File: src/rtl/int_seq_if.sv
// Handshake bundle between the interrupt sequencer and the surrounding pipeline:
// request/qualifier inputs plus the INT/fetch-control outputs.
interface int_seq_if #(
    parameter int PC_W = 32
);
    logic            IntReq;
    logic            IntEn;
    logic            Boundary;
    logic            Stall;
    logic            INT;
    logic            IntStage;
    logic            FetchHold;
    logic            LoadVector;
    logic [PC_W-1:0] VectorPC;
    logic            IntAck;
    logic            Busy;

    modport master (
        output IntReq, IntEn, Boundary, Stall,
        input  INT, IntStage, FetchHold, LoadVector, VectorPC, IntAck, Busy
    );

    modport slave (
        input  IntReq, IntEn, Boundary, Stall,
        output INT, IntStage, FetchHold, LoadVector, VectorPC, IntAck, Busy
    );
endinterface

File: src/rtl/int_sequencer.sv
// Interrupt sequencer: edge-detects IntReq, waits for a boundary, drains the
// pipeline, drives the two INT push cycles and strobes the vector load.
module int_sequencer #(
    parameter int              PC_W         = 32,
    parameter logic [PC_W-1:0] VECTOR_ADDR  = {PC_W{1'b0}},
    parameter int              DRAIN_CYCLES = 3
) (
    input  logic     clk,
    input  logic     rst,
    int_seq_if.slave bus
);
    localparam int CNT_W = (DRAIN_CYCLES > 1) ? $clog2(DRAIN_CYCLES) : 1;
    localparam logic [CNT_W-1:0] CNT_INIT =
        CNT_W'((DRAIN_CYCLES > 0) ? (DRAIN_CYCLES - 1) : 0);

    typedef enum logic [2:0] {
        ST_IDLE     = 3'd0,
        ST_PEND     = 3'd1,
        ST_DRAIN    = 3'd2,
        ST_PUSH_PC  = 3'd3,
        ST_PUSH_FLG = 3'd4,
        ST_VECTOR   = 3'd5
    } state_t;

    state_t          state_r, state_s;
    logic [CNT_W-1:0] cnt_r, cnt_s;
    logic            queued_r, queued_s;
    logic            req_q_r;
    logic            edge_s;

    logic            int_r, int_s;
    logic            stage_r, stage_s;
    logic            hold_r, hold_s;
    logic            lv_r, lv_s;
    logic            busy_r, busy_s;
    logic [PC_W-1:0] vpc_r, vpc_s;

    assign edge_s = bus.IntReq & ~req_q_r;

    // Next-state, drain counter, one-deep request queue and output decode.
    always_comb begin
        state_s  = state_r;
        cnt_s    = cnt_r;
        queued_s = queued_r;

        // In IDLE the pending request is consumed; a coincident edge re-queues.
        if (state_r == ST_IDLE) begin
            queued_s = queued_r & edge_s;
        end else begin
            queued_s = queued_r | edge_s;
        end

        case (state_r)
            ST_IDLE: begin
                if (edge_s || queued_r) begin
                    state_s = ST_PEND;
                end else begin
                    state_s = ST_IDLE;
                end
            end
            ST_PEND: begin
                if (bus.IntEn && bus.Boundary && !bus.Stall) begin
                    if (DRAIN_CYCLES == 0) begin
                        state_s = ST_PUSH_PC;
                    end else begin
                        state_s = ST_DRAIN;
                        cnt_s   = CNT_INIT;
                    end
                end else begin
                    state_s = ST_PEND;
                end
            end
            ST_DRAIN: begin
                if (!bus.Stall) begin
                    if (cnt_r == {CNT_W{1'b0}}) begin
                        state_s = ST_PUSH_PC;
                    end else begin
                        cnt_s = cnt_r - CNT_W'(1);
                    end
                end else begin
                    state_s = ST_DRAIN;
                end
            end
            ST_PUSH_PC: begin
                if (!bus.Stall) begin
                    state_s = ST_PUSH_FLG;
                end else begin
                    state_s = ST_PUSH_PC;
                end
            end
            ST_PUSH_FLG: begin
                if (!bus.Stall) begin
                    state_s = ST_VECTOR;
                end else begin
                    state_s = ST_PUSH_FLG;
                end
            end
            ST_VECTOR: begin
                state_s = ST_IDLE;
            end
            default: begin
                state_s = ST_IDLE;
            end
        endcase

        // Outputs are decoded from the next state so the registered copies track the state register.
        int_s   = (state_s == ST_PUSH_PC) || (state_s == ST_PUSH_FLG);
        stage_s = (state_s == ST_PUSH_FLG);
        hold_s  = (state_s == ST_DRAIN) || (state_s == ST_PUSH_PC) || (state_s == ST_PUSH_FLG);
        lv_s    = (state_s == ST_VECTOR);
        busy_s  = (state_s != ST_IDLE);
        vpc_s   = (state_s == ST_VECTOR) ? VECTOR_ADDR : {PC_W{1'b0}};
    end

    // State, counter, queue, edge history and registered outputs.
    always_ff @(posedge clk) begin
        if (!rst) begin
            state_r  <= ST_IDLE;
            cnt_r    <= {CNT_W{1'b0}};
            queued_r <= 1'b0;
            req_q_r  <= 1'b0;
            int_r    <= 1'b0;
            stage_r  <= 1'b0;
            hold_r   <= 1'b0;
            lv_r     <= 1'b0;
            busy_r   <= 1'b0;
            vpc_r    <= {PC_W{1'b0}};
        end else begin
            state_r  <= state_s;
            cnt_r    <= cnt_s;
            queued_r <= queued_s;
            req_q_r  <= bus.IntReq;
            int_r    <= int_s;
            stage_r  <= stage_s;
            hold_r   <= hold_s;
            lv_r     <= lv_s;
            busy_r   <= busy_s;
            vpc_r    <= vpc_s;
        end
    end

    assign bus.INT        = int_r;
    assign bus.IntStage   = stage_r;
    assign bus.FetchHold  = hold_r;
    assign bus.LoadVector = lv_r;
    assign bus.IntAck     = lv_r;
    assign bus.VectorPC   = vpc_r;
    assign bus.Busy       = busy_r;
endmodule

File: src/flat_wrapper.sv
// flat-port wrapper written by rule: the top's interface ports become plain ports
module int_sequencer_flat 
#(
    parameter int              PC_W         = 32,
    parameter logic [PC_W-1:0] VECTOR_ADDR  = {PC_W{1'b0}},
    parameter int              DRAIN_CYCLES = 3
)
  (clk, rst, bus_IntReq, bus_IntEn, bus_Boundary, bus_Stall, bus_INT, bus_IntStage, bus_FetchHold, bus_LoadVector, bus_VectorPC, bus_IntAck, bus_Busy);
  int_seq_if #(.PC_W(PC_W)) bus_i ();
  input  logic clk;
  input  logic rst;
  input wire logic [$bits(bus_i.IntReq)-1:0] bus_IntReq;
  input wire logic [$bits(bus_i.IntEn)-1:0] bus_IntEn;
  input wire logic [$bits(bus_i.Boundary)-1:0] bus_Boundary;
  input wire logic [$bits(bus_i.Stall)-1:0] bus_Stall;
  output wire logic [$bits(bus_i.INT)-1:0] bus_INT;
  output wire logic [$bits(bus_i.IntStage)-1:0] bus_IntStage;
  output wire logic [$bits(bus_i.FetchHold)-1:0] bus_FetchHold;
  output wire logic [$bits(bus_i.LoadVector)-1:0] bus_LoadVector;
  output wire logic [$bits(bus_i.VectorPC)-1:0] bus_VectorPC;
  output wire logic [$bits(bus_i.IntAck)-1:0] bus_IntAck;
  output wire logic [$bits(bus_i.Busy)-1:0] bus_Busy;
  assign bus_i.IntReq = bus_IntReq;
  assign bus_i.IntEn = bus_IntEn;
  assign bus_i.Boundary = bus_Boundary;
  assign bus_i.Stall = bus_Stall;
  assign bus_INT = bus_i.INT;
  assign bus_IntStage = bus_i.IntStage;
  assign bus_FetchHold = bus_i.FetchHold;
  assign bus_LoadVector = bus_i.LoadVector;
  assign bus_VectorPC = bus_i.VectorPC;
  assign bus_IntAck = bus_i.IntAck;
  assign bus_Busy = bus_i.Busy;
  int_sequencer #(.PC_W(PC_W), .VECTOR_ADDR(VECTOR_ADDR), .DRAIN_CYCLES(DRAIN_CYCLES)) u_core (.clk(clk), .rst(rst), .bus(bus_i));
endmodule
File: config.mk
export PLATFORM = sky130hd
export DESIGN_NAME = int_sequencer_flat
export DESIGN_NICKNAME = d
export VERILOG_FILES = /design/src/rtl/int_seq_if.sv /design/src/rtl/int_sequencer.sv /design/src/flat_wrapper.sv
export SDC_FILE = /design/constraint.sdc
export NUM_CORES = 1
export LEC_CHECK = 0
export CORE_ASPECT_RATIO = 1.75
export CORE_MARGIN = 2
export CORE_UTILIZATION = 34
export DETAILED_ROUTE_END_ITERATION = 7
export HOLD_SLACK_MARGIN = 0.15
export PLACE_DENSITY = 0.75
export SLEW_MARGIN = 20
export SYNTH_ARGS = -nofsm -noshare
export SYNTH_HDL_FRONTEND = slang
export SYNTH_SLANG_ARGS = --single-unit
File: constraint.sdc
create_clock -name clk -period 1.73 [get_ports clk]
set_clock_uncertainty 0.1 [all_clocks]
set_input_delay 0.346 -clock clk [delete_from_list [all_inputs] [get_ports clk]]
set_output_delay 0.346 -clock clk [all_outputs]
set_load 0.005 [all_outputs]
==> results.toml, run 1 <==
[die]
dieHeight_um = 67.5
die_w_um = 40.3
floorplan.die_area_um2 = 2720
initial_util_pct = 34.9
core.rowCount = 23
core_region_area_um2 = 2240
num_io_pins = 44

[global_route]
first_pass_grt_wire_length_mm = 1.95
grt_pass1_vias = 483
pin_count_of_the_biggest_net_entering_global_routing = 10
grt.overflow.total = 0
grt_usage_pct = 11.2
initial_antenna_violation_count = 0

[status]
run_status = "finished clean"

[clocking]
worstSkewPairLatency_ns = 0.24
clock-root-buffer = "sky130_fd_sc_hd__clkbuf_8"
clk_pin_slew_worst_paths_ns = 0.05
clock_sink_count = 12
cts_max_path_buffers = 2
cts_tree = "done"
cts-buffers-inserted = 3
htree_num_levels = 1

[detailed_routing]
dr.first_iter.drc_count = 7
wirelength_mm = 1.26
drc = 0
wl_per_cell_um = 9.55
m1WireLength_um = 453
route.met3.wl_um = 133
detail_route.vias_per_cell = 4.05
highest-signal-layer = "met4"
detail_route.first_pass.iterations = 3
postRouteAntennaNets = 0
routed-via-count = 534
wl_met2_um = 618

[worst_setup_path]
arrival_ns = 1.75
worst-r2r-setup-slack_ns = 0.02
critPathRequiredTime_ns = 1.76
critical_path_peak_fanout = 2
critical_path.reg2reg.startpoint = "u_core.cnt_r[0]$_SDFFE_PN0P_"
endpoint_kind = "flip-flop"
worst_r2r_endpoint = "u_core.cnt_r[1]$_SDFFE_PN0P_"
critPathKind = "reg2reg"
timing.reg2reg.worst_path_depth = 5
crit_path_start_kind = "flip-flop"

[synth]
postSynthAreaPerCell_um2 = 8.91
synth_enable_flop_cells = 0
post-synth-top-area-cell = "sky130_fd_sc_hd__buf_4"
synthDistinctLibCells = 32
synth_top_flop_cell = "sky130_fd_sc_hd__dfxtp_1"
sequential_element_share_of_the_synthesized_area_pct = 30.6
post_synth_main_area_contributors = "sky130_fd_sc_hd__buf_4 (33%), sky130_fd_sc_hd__dfxtp_1 (31%), sky130_fd_sc_hd__mux2i_1 (3.8%)"
synth_top_cells_by_count = "sky130_fd_sc_hd__buf_4 (34), sky130_fd_sc_hd__dfxtp_1 (12), sky130_fd_sc_hd__inv_1 (6)"
yosys_warnings = 0
synthCells = 88
postSynthRegisterBits = 12
synth.most_common_cell = "sky130_fd_sc_hd__buf_4"
yosys.area.top_type_share_pct = 32.5
synthesis.area_um2 = 785
ys_async_sr_fraction_pct = 0

[min_path]
min_path_type = "reg2reg"
critical_hold_path_startpoint = "u_core.cnt_r[1]$_SDFFE_PN0P_"
timing.hold.worst_path_depth = 2
worst_hold_path.endpoint = "u_core.cnt_r[1]$_SDFFE_PN0P_"

[placed_design]
place.detailed.hpwl_um = 955
dp_slack_ns = -0.296
io_buffers = 11
routabilityCongestion = 0.748

[timing]
finalSetupViolations = 0
grt_setup_unrepaired = "true"
final.period_utilization_pct = 99.1
final.min_clock_period_ns = 1.71
timing.final.ws_setup_ns = 0.0150
drv_slew = 0
max_freq_ghz = 0.583
hold_slack_ns = 0.532
finalHoldViolCount = 0

[cells_and_area]
layout.core_utilization_pct = 41.2
fillers = 233
multiInputGateArea_um2 = 412
post_layout_net_count = 115
register_area_um2 = 243
layout-drive-gt1-share_pct = 24.3
insertedDiodeCount = 0
flow.area_growth_from_synthesis_pct = 17.9

[pwr]
power.density_cell_area_nw_per_um2 = 765
power.internal_w = 0.000545
p_leak_nw = 0.452
pwr-share-comb_pct = 15.7
netSwitchingFraction_pct = 23.0
seq_power_share_pct = 41.4
max-vdd-ir-drop_mv = 0.412
clock_power_share_pct = 43.0
total_switching_power_w = 0.000163

[run]
timing.max_cap.violations = 0
## placed cells by master, fill, tap and decap left out, drive strengths merged, types with 2 or more instances in the layout
cell type | synthesis | routed
dfxtp | 12 | 12
mux2i | 3 | 3
clkdlybuf4s50 | 0 | 10
clkbuf | 0 | 4
nor3b | 2 | 2
and2 | 5 | 5
nor2 | 2 | 2
inv | 6 | 6
conb | 1 | 32
buf | 34 | 7
o21ai | 2 | 2
or3b | 2 | 2
or3 | 2 | 2
## how the worst max path moves through the flow
stage                                             from                            to  slack (ns)  depth (start not counted)
after floorplan           u_core.cnt_r[0]$_SDFFE_PN0P_  u_core.cnt_r[1]$_SDFFE_PN0P_        0.06                          5
after global routing      u_core.cnt_r[1]$_SDFFE_PN0P_  u_core.cnt_r[1]$_SDFFE_PN0P_       -0.03                          5
after CTS                 u_core.cnt_r[0]$_SDFFE_PN0P_  u_core.cnt_r[1]$_SDFFE_PN0P_        0.02                          5
final                     u_core.cnt_r[0]$_SDFFE_PN0P_  u_core.cnt_r[1]$_SDFFE_PN0P_        0.02                          5
after global placement                       bus_Stall    u_core.bus.Busy$_SDFF_PN0_       -0.30                          6
after detailed placement                     bus_Stall    u_core.bus.Busy$_SDFF_PN0_       -0.30                          6
## power by group through the flow
stage | Clock, W | Sequential (W) | Combinational (W)
after global placement | 0 | 0.000298 | 0.000104
after global routing | 0.000323 | 0.000294 | 0.000125
after CTS | 0.000315 | 0.000292 | 0.000106
after detailed placement | 0 | 0.000298 | 0.000106
after floorplan | 0 | 0.000298 | 0.000115
final | 0.000304 | 0.000293 | 0.000111
## cells by family (layout without fill, tap and decap cells)
| group | count (synthesis) | in the layout | share of synthesized area, % |
|---|---|---|---|
| buffers and inverters | 40 | 28 | 35.4 |
| AND/OR/NAND/NOR | 21 | 21 | 18.3 |
| flip-flops | 12 | 12 | 30.6 |
| AO/OA/AOI/OAI | 9 | 9 | 8.45 |
| multiplexers | 3 | 3 | 3.83 |
| adder cells (fa/ha/maj) | 2 | 2 | 2.87 |
| other | 1 | 32 | 0.478 |
## state kept, by name, indices dropped and copies added, names as in the netlist
| signal | count |
|---|---|
| u_core.bus.Busy | 1 |
| u_core.bus.FetchHold | 1 |
| u_core.bus.INT | 1 |
| u_core.bus.IntAck | 1 |
| u_core.bus.IntStage | 1 |
| u_core.cnt_r | 2 |
| u_core.queued_r | 1 |
| u_core.req_q_r | 1 |
| u_core.state_r | 3 |
## timing repair
item,in CTS,in global routing
setup buffers,0,1
resized for setup,3,8
endpoints found under the setup margin,3,2
pin swaps,1,3
hold buffers,0,0
## critical path, cell delays in order, from the launching register on
cell and delay, ns:
sky130_fd_sc_hd__dfxtp_2 0.32, sky130_fd_sc_hd__inv_2 0.05, sky130_fd_sc_hd__ha_4 0.15, sky130_fd_sc_hd__or3b_4 0.39, sky130_fd_sc_hd__or3_4 0.38, sky130_fd_sc_hd__o221a_4 0.22
## metrics by stage
stage	power, W	cell area [µm²]	setup TNS, ns	std cells
2_1_floorplan	0.000413	901	0	119
3_3_place_gp	0.000402	832	-1.56	127
3_5_place_dp	0.000404	832	-1.75	127
4_1_cts	0.000714	893	0	131
5_1_grt	0.000742	925	-0.0421	132
6_report	0.000708	925	0	132
## routing by layer
metal,track usage (%),vias up
li1,-,261
met1,9.59,231
met2,18.8,37
met3,2.96,5
met4,11.3,0
met5,0,-
## layout make-up
class / count / share of cell area (%)
inverters: 6 / 2.44
flip-flops and latches: 12 / 26.3
well taps: 25 / 3.38
multi-input cells: 67 / 44.5
repair buffers: 18 / 17.5
clock buffers: 4 / 5.95
No activity file was read; power rests on OpenSTA's default activity.
==> inputs of run 2 (changes only) <==
- GPL_TIMING_DRIVEN: not set -> 0
==> run 2 against run 1 <==
  * Count of clock-buffer cells in the layout is the same
  * Cell count increased by 23%
  * Hold slack lost 0.010 ns
  * Routed wire length grew 15%
  * Largest cell class unchanged
  * Clock power about the same
  * Global-route usage rose by 0.78 points
  * Register-to-register slack improved by 0.04 ns
  * Critical endpoint unchanged
  * Critical path depth unchanged
  * Sequential share of layout area down 5.4 points
  * Combinational power grew 50%
  * Non-clock buffer count rose by 30
==> results.toml, run 2 (same netlist as run 1, synthesis figures left out) <==
[clocking]
worstSkewPairLatency_ns = 0.24
cts-buffers-inserted = 3
htree_num_levels = 1
cts_tree = "done"
postCtsHoldBufs = 0
clk_pin_slew_worst_paths_ns = 0.05
clock-root-buffer = "sky130_fd_sc_hd__clkbuf_8"
cts_max_path_buffers = 2
clock_sink_count = 12

[worst_setup_path]
endpoint_kind = "flip-flop"
timing.critical_path.from = "u_core.cnt_r[1]$_SDFFE_PN0P_"
critical_path_peak_fanout = 2
critPathKind = "reg2reg"
critPathRequiredTime_ns = 1.76
crit_path_start_kind = "flip-flop"
arrival_ns = 1.70
critical_path.reg2reg.startpoint = "u_core.cnt_r[1]$_SDFFE_PN0P_"

[cells_and_area]
layout.core_utilization_pct = 51.8
post_layout_net_count = 145
fillers = 212
top_register = "u_core.state_r"
register_area_um2 = 243
layout.cells.most_common = "sky130_fd_sc_hd__buf_4"
multiInputGateArea_um2 = 424
design_area_um2 = 1160
flow.area_growth_from_synthesis_pct = 48.2
mostFrequentLayoutCells = "sky130_fd_sc_hd__buf_4 (37), sky130_fd_sc_hd__conb_1 (32), sky130_fd_sc_hd__clkdlybuf4s50_1 (10), sky130_fd_sc_hd__dfxtp_1 (10)"
largest_registers_in_the_final_layout = "u_core.state_r (3), u_core.cnt_r (2)"
layout-drive-gt1-share_pct = 42.3
insertedDiodeCount = 0
number_of_flip_flops_under_the_largest_register_name = 3

[timing]
grt_setup_unrepaired = "true"
timing.final.ws_setup_ns = 0.0569
drv_slew = 0
finalSetupViolations = 0
max_freq_ghz = 0.598
timing.setup.tns_ns = 0
finalHoldViolCount = 0
final.period_utilization_pct = 96.7
final.min_clock_period_ns = 1.67

[pwr]
power.density_cell_area_nw_per_um2 = 655
p_leak_nw = 0.620
max-vdd-ir-drop_mv = 0.445
total_switching_power_w = 0.000172
power.internal_w = 0.000589
seq_power_share_pct = 38.5
design_power_total_w = 0.000761
clock_power_share_pct = 39.7
pwr-share-comb_pct = 21.8
netSwitchingFraction_pct = 22.6

[global_route]
globalRouteMet2Util_pct = 21.2
pin_count_of_the_biggest_net_entering_global_routing = 11
first_pass_grt_wire_length_mm = 2.21
grt_usage_pct = 12.0
grt.overflow.total = 0
initial_antenna_violation_count = 0
use_met1_pct = 11.5
groute.layer.met3.usage_pct = 1.97
most_utilized_layer_in_the_global_route_result = "met2"
grt_pass1_vias = 573

[die]
die_w_um = 40.3
core_region_area_um2 = 2240
num_io_pins = 44
dieHeight_um = 67.5
floorplan.die_area_um2 = 2720
core.rowCount = 23
initial_util_pct = 34.9

[detailed_routing]
wirelength_mm = 1.45
routed-via-count = 643
drc = 0
detail_route.vias_per_cell = 3.97
dr.first_iter.drc_count = 12
detail_route.first_pass.iterations = 3
postRouteAntennaNets = 0
wl_per_cell_um = 8.93

[placed_design]
routabilityCongestion = 0.714
place.detailed.hpwl_mm = 1.15
dp_slack_ns = -0.377
io_buffers = 11
placed_cell_area_um2 = 1040

[run]
timing.max_cap.violations = 0

[min_path]
min_path_type = "reg2reg"
critical_hold_path_startpoint = "u_core.queued_r$_SDFF_PN0_"

[status]
run_status = "finished clean"
## run 2: cell count changes in the layout (fill, tap and decap cells not counted), sizes merged
cell,change
buf,+30
## run 2: timing repair
item	4_1_cts	5_1_grt
setup endpoints to repair	7	3
pin swaps	3	3
buffers inserted	1	2
resized for setup	11	3
## run 2: stage by stage
step,hold slack (ns),std cells
2_1_floorplan,0.368,119
6_report,0.522,162
4_1_cts,0.519,160
5_1_grt,0.552,162
3_5_place_dp,0.435,155
3_3_place_gp,0.419,155
## run 2: routing by layer
metal,share of wire [%],vias up
li1,-,322
met4,3.3,0
met5,0,-
met3,8.8,5
met2,53,37
met1,35,279
## run 2: layout make-up
type,instances,share of cell area (%)
multi-input cells,67,36.5
plain buffers,34,22.0
flip-flops and latches,12,20.9
repair buffers,14,11.3
clock buffers,4,4.74
well taps,25,2.69
inverters,6,1.94
## run 2: path summary, 6_finish.rpt
kind | end | slack [ns] | cells past startpoint
worst max register to register | u_core.cnt_r[1]$_SDFFE_PN0P_ | 0.06 | 5
worst min register to register | u_core.queued_r$_SDFF_PN0_ | 0.52 | 2
worst max-delay path | u_core.cnt_r[1]$_SDFFE_PN0P_ | 0.06 | 5
worst min-delay path | u_core.queued_r$_SDFF_PN0_ | 0.52 | 2
## run 2: worst max-delay path, cell delays in order (launching register included)
cell,delay [ns]
sky130_fd_sc_hd__dfxtp_2,0.33
sky130_fd_sc_hd__inv_2,0.04
sky130_fd_sc_hd__ha_4,0.14
sky130_fd_sc_hd__or3b_4,0.39
sky130_fd_sc_hd__or3_4,0.35
sky130_fd_sc_hd__o221a_4,0.22
## run 2: power groups by stage
stage | clock network [W] | registers (W) | logic, W
after floorplan | 0 | 0.000298 | 0.000115
after global placement | 0 | 0.000298 | 0.000146
after detailed placement | 0 | 0.000299 | 0.000149
after CTS | 0.000310 | 0.000293 | 0.000155
after global routing | 0.000318 | 0.000294 | 0.000186
final | 0.000302 | 0.000293 | 0.000166
